===== config.mk =====
export PLATFORM = sky130hd
export DESIGN_NAME = sobel_window_gen
export DESIGN_NICKNAME = d
export VERILOG_FILES = /design/src/rtl/sobel_window_gen.sv
export SDC_FILE = /design/constraint.sdc
export NUM_CORES = 2
export LEC_CHECK = 0
export ABC_AREA = 1
export CAP_MARGIN = 20
export CORE_MARGIN = 1.5
export CORE_UTILIZATION = 50
export DETAILED_ROUTE_END_ITERATION = 10
export GPL_ROUTABILITY_DRIVEN = 1
export GPL_TIMING_DRIVEN = 0
export HOLD_SLACK_MARGIN = 0.03
export PLACE_DENSITY_LB_ADDON = 0.2
export SYNTH_ARGS = -nofsm -noshare
export SYNTH_HDL_FRONTEND = slang
export SYNTH_SLANG_ARGS = --single-unit
export TNS_END_PERCENT = 30

===== constraint.sdc =====
create_clock -name clk -period 4.5 [get_ports clk]
set_input_delay 0.675 -clock clk [delete_from_list [all_inputs] [get_ports clk]]
set_output_delay 0.675 -clock clk [all_outputs]
set_load 0.03 [all_outputs]

===== src/rtl/sobel_window_gen.sv =====
// Builds the eight-neighbour 3x3 window around each interior pixel of a raster stream,
// using two row buffers plus short column shift registers so no frame store is needed.
module sobel_window_gen #(
  parameter int WIDTH = 128,
  parameter int DEPTH = 128
) (
  input  logic                       clk,
  input  logic                       rst,
  input  logic [7:0]                 pix_in,
  input  logic                       pix_valid,
  output logic [7:0]                 p0,
  output logic [7:0]                 p1,
  output logic [7:0]                 p2,
  output logic [7:0]                 p3,
  output logic [7:0]                 p5,
  output logic [7:0]                 p6,
  output logic [7:0]                 p7,
  output logic [7:0]                 p8,
  output logic                       win_valid,
  output logic [$clog2(WIDTH)-1:0]   win_x,
  output logic [$clog2(DEPTH)-1:0]   win_y,
  output logic                       frame_done
);

  localparam int XW = $clog2(WIDTH);
  localparam int YW = $clog2(DEPTH);
  localparam logic [XW-1:0] LAST_X = XW'(WIDTH - 1);
  localparam logic [XW-1:0] TWO_X  = XW'(2);
  localparam logic [XW-1:0] ONE_X  = XW'(1);
  localparam logic [YW-1:0] LAST_Y = YW'(DEPTH - 1);
  localparam logic [YW-1:0] ONE_Y  = YW'(1);

  localparam logic ST_FILL = 1'b0;
  localparam logic ST_RUN  = 1'b1;

  logic [7:0]    r_lb0 [WIDTH];
  logic [7:0]    r_lb1 [WIDTH];
  logic [XW-1:0] r_col;
  logic [YW-1:0] r_row;
  logic          r_state;
  logic [7:0]    r_cur1, r_cur2;
  logic [7:0]    r_mid1, r_mid2;
  logic [7:0]    r_top1, r_top2;

  logic [7:0] w_lb0Out;
  logic [7:0] w_lb1Out;
  logic       w_lastCol;
  logic       w_lastRow;
  logic       w_emit;

  assign w_lb0Out  = r_lb0[r_col];
  assign w_lb1Out  = r_lb1[r_col];
  assign w_lastCol = (r_col == LAST_X);
  assign w_lastRow = (r_row == LAST_Y);
  // RUN covers rows 2 and up, so only the column still needs qualifying here.
  assign w_emit    = pix_valid && (r_state == ST_RUN) && (r_col >= TWO_X);

  // Row buffers age by one row per accepted pixel; contents need no reset.
  always_ff @(posedge clk) begin
    if (!rst && pix_valid) begin
      r_lb1[r_col] <= pix_in;
      r_lb0[r_col] <= w_lb1Out;
    end
  end

  always_ff @(posedge clk) begin
    if (rst) begin
      r_col      <= '0;
      r_row      <= '0;
      r_state    <= ST_FILL;
      r_cur1     <= '0;
      r_cur2     <= '0;
      r_mid1     <= '0;
      r_mid2     <= '0;
      r_top1     <= '0;
      r_top2     <= '0;
      p0         <= '0;
      p1         <= '0;
      p2         <= '0;
      p3         <= '0;
      p5         <= '0;
      p6         <= '0;
      p7         <= '0;
      p8         <= '0;
      win_x      <= '0;
      win_y      <= '0;
      win_valid  <= 1'b0;
      frame_done <= 1'b0;
    end else begin
      win_valid  <= w_emit;
      frame_done <= w_emit && w_lastCol && w_lastRow;
      if (pix_valid) begin
        r_cur1 <= pix_in;
        r_cur2 <= r_cur1;
        r_mid1 <= w_lb1Out;
        r_mid2 <= r_mid1;
        r_top1 <= w_lb0Out;
        r_top2 <= r_top1;
        if (w_lastCol) begin
          r_col <= '0;
          r_row <= w_lastRow ? '0 : r_row + ONE_Y;
        end else begin
          r_col <= r_col + ONE_X;
        end
        if (r_state == ST_FILL && w_lastCol && r_row == ONE_Y) begin
          r_state <= ST_RUN;
        end else if (r_state == ST_RUN && w_lastCol && w_lastRow) begin
          r_state <= ST_FILL;
        end
      end
      // Window taps: top row from LB0, centre row from LB1, bottom row from the live stream.
      if (w_emit) begin
        p0    <= r_top2;
        p1    <= r_top1;
        p2    <= w_lb0Out;
        p3    <= r_mid2;
        p5    <= w_lb1Out;
        p6    <= r_cur2;
        p7    <= r_cur1;
        p8    <= pix_in;
        win_x <= r_col - ONE_X;
        win_y <= r_row - ONE_Y;
      end
    end
  end

endmodule


==> flow_summary_export.csv <==
group,metric,value,unit
outcome,outcome,"finished, violations left",
outcome,violations,"negative setup slack",
die,die_height,423,um
die,io_pins,91,
clocking,cts_made_buffers,218,
yosys,synthArstFlopShare,0,
setup_path,crit_path_max_fanout,66,
setup_path,cp_num_buf_inv,3,
run,drv_cap,0,
yosys,synth.cell_area,0.0880,mm^2
yosys,yosys.area_share.simple,0.225,
die,coreArea,0.174,mm^2
route,drt_pass1_iterations,9,
clocking,root_buffer,"clkbuf_16",
route,avgViaCountPerCell,6.41,
worst_hold_path,hold_start,"pix_in[5]",
die,initial_core_util,0.505,
worst_hold_path,min_path_type,"input port to register",
yosys,synthXorXnorAreaFrac,0.000696,
sta,clock.fmax,207,MHz
route,vias,66900,
sta,finalHoldWorstSlack,199,ps
yosys,synth_nets,7505,
yosys,synth.yosys.seq_area_share,0.733,
sta,finalSetupTns,-98420,ps
sta,period_minus_slack,4830,ps
finish,final_area,0.102,mm^2
finish,final_core_util,0.586,
yosys,synthAdderAreaFrac,0.000853,
die,die-area,0.179,mm^2
yosys,synth_compound_area_frac,0.00765,
setup_path,critPathTopFamily,"buffers and inverters",
power,power_density,434,mW/mm^2
clocking,clk_latency,880,ps
clocking,clockBufferDepth,3,
clocking,hold_buffers,0,
clocking,htree_levels,4,
power,max-vdd-ir-drop,0.378,mV
setup_path,crit_chain,"clkbuf_1, clkbuf_1, nand3_1, nand3_1, nand3_1, nand3_1, nand2_8, buf_16",
yosys,synth_flop_cell,"edfxtp_1",
clocking,clk_pin_slew,60,ps
global_routing,grt_pass1_wl,481000,um
route,first_iter_violations,12500,
sta,rsz0062_at_grt,"false",
die,row_count,153,
finish,drive_gt1_frac,0.116,
global_routing,grt_start_max_net_pins,107,
placed_design,place_ws,-535,ps
route,drc,0,
route,wl_per_cell,33.9,um
finish,areaGrowthSynthToFinish,16.0,%
setup_path,critical-path-slowest-cell,"clkbuf_1",
yosys,synth.avg_cell_area,11.8,um^2
clocking,clock-sinks,2198,
placed_design,io_buffers,88,
setup_path,critPathLaunchType,"register",
sta,setup_viol_count_final,544,
yosys,synthCells,7488,
finish,fillerInstances,13800,
yosys,ys_types,32,
global_routing,track_usage,0.391,
sta,worst_slew_pin_slew,1330,ps
yosys,synthMuxAreaShare,0,
finish,final_nets,7947,
yosys,synth_top_family_by_area,"simple AND/OR/NAND/NOR gates",
die,die_w,423,um
sta,slew_headroom,0.112,
yosys,ys_seq_elements,2198,
route,ant_nets,0,
sta,period_share,1.07,
global_routing,grt_overflow,0,
placed_design,place_hpwl,241000,um
route,wl,354000,um
placed_design,post-place-cells,10000,
finish,final_cells,10400,
setup_path,crit_type,"register to register",
setup_path,endpoint_kind,"register",
power,leakage,35.9,nW
clocking,cts_tree,"yes",
yosys,synth_edf_count,2048,
setup_path,critPathMaxStageDelay,1040,ps
global_routing,grt_pass1_vias,60900,
sta,slew_violations,0,
sta,finClkSkew,52.8,ps
sta,fin_ws,-332,ps
clocking,cts_setup_buffers,0,
setup_path,arrival,5350,ps
sta,hold_viol_final,0,
yosys,synth_warnings,0,
setup_path,required,5010,ps
setup_path,crit_top_cell,"nand3_1",
finish,mostFrequentLayoutCell,"nand2_1",
power,power.total,44.3,mW
placed_design,gp_congestion,1.02,
global_routing,antenna_found_initial,14,
finish,final_cell_mix,"2120 x nand2_1, 2056 x nand3_1, 2048 x edfxtp_1",
placed_design,placed_area,0.0951,mm^2
==> final timing paths <==
check / endpoint / slack (ps) / cells past startpoint
setup reg to reg: r_lb0[77][1] / -330 / 8
setup / recovery: r_lb0[77][1] / -330 / 8
hold / removal: r_lb1[108][5] / 200 / 1
hold reg to reg: p0[7] / 480 / 2
==> registers in the layout (all words and copies together), names as in the netlist, 8 cells and up, named ones only <==
| name | flops |
|---|---|
| r_top1 | 8 |
| p0 | 8 |
| p5 | 8 |
| r_mid2 | 8 |
| p3 | 8 |
| r_top2 | 8 |
| r_lb0 | 1024 |
| r_cur1 | 8 |
| p8 | 8 |
| p1 | 8 |
| p2 | 8 |
| r_lb1 | 1024 |
| r_mid1 | 8 |
| r_cur2 | 8 |
| p7 | 8 |
| p6 | 8 |
==> cells by family (layout without fill, tap and decap cells) <==
family                   count (synthesis)  count (layout)
AND/OR/NAND/NOR                       4574            4574
flip-flops                            2198            2198
buffers and inverters                  572            1196
AO/OA/AOI/OAI                          131             131
XOR/XNOR                                 7               7
adder cells (fa/ha/maj)                  6               6
other                                    0              10
==> synth_stat cells (all sizes together), types with 7 or more instances <==
library cell	instances	area (um^2)
a21oi	22	110
buf	385	2220
clkbuf	117	440
dfxtp	150	3000
edfxtp	2048	61500
inv	69	262
nand2	2128	7990
nand3	2057	10300
nand4	7	43.8
nor2	366	1380
nor3	10	50.1
o21ai	101	505
==> routing by layer <==
metal  global-route usage  vias to the layer above  share of wire  routed length (um)
met1                0.510                    32400           0.35              124000
met2                0.541                     5846           0.41              146000
li1                     -                    27500              -                   -
met4                0.235                       14          0.071               25300
met3                0.164                     1145           0.17               59000
met5                    0                        -        0.00075                 267
==> power by group <==
part           internal, mW  switching, mW
registers              22.6         0.0289
clock network          9.78           7.98
logic                 0.821           3.04
total                  33.2           11.0
==> layout make-up <==
class / count / area, um^2 / area share
Sequential cell: 2198 / 64500 / 0.631
Multi-Input combinational cell: 4718 / 21500 / 0.210
Clock buffer: 291 / 5790 / 0.0567
Timing Repair Buffer: 225 / 3530 / 0.0346
Tap cell: 2325 / 2910 / 0.0285
Buffer: 499 / 2680 / 0.0262
Clock inverter: 111 / 988 / 0.00968
Inverter: 70 / 265 / 0.00260
Antenna cell: 10 / 25.0 / 0.000245
==> timing repair <==
item                                    in CTS  in global routing
endpoints found under the setup margin     878                407
resized for setup                           15                  8
gates cloned                                 0                  0
(Power assumes the default switching activity.)
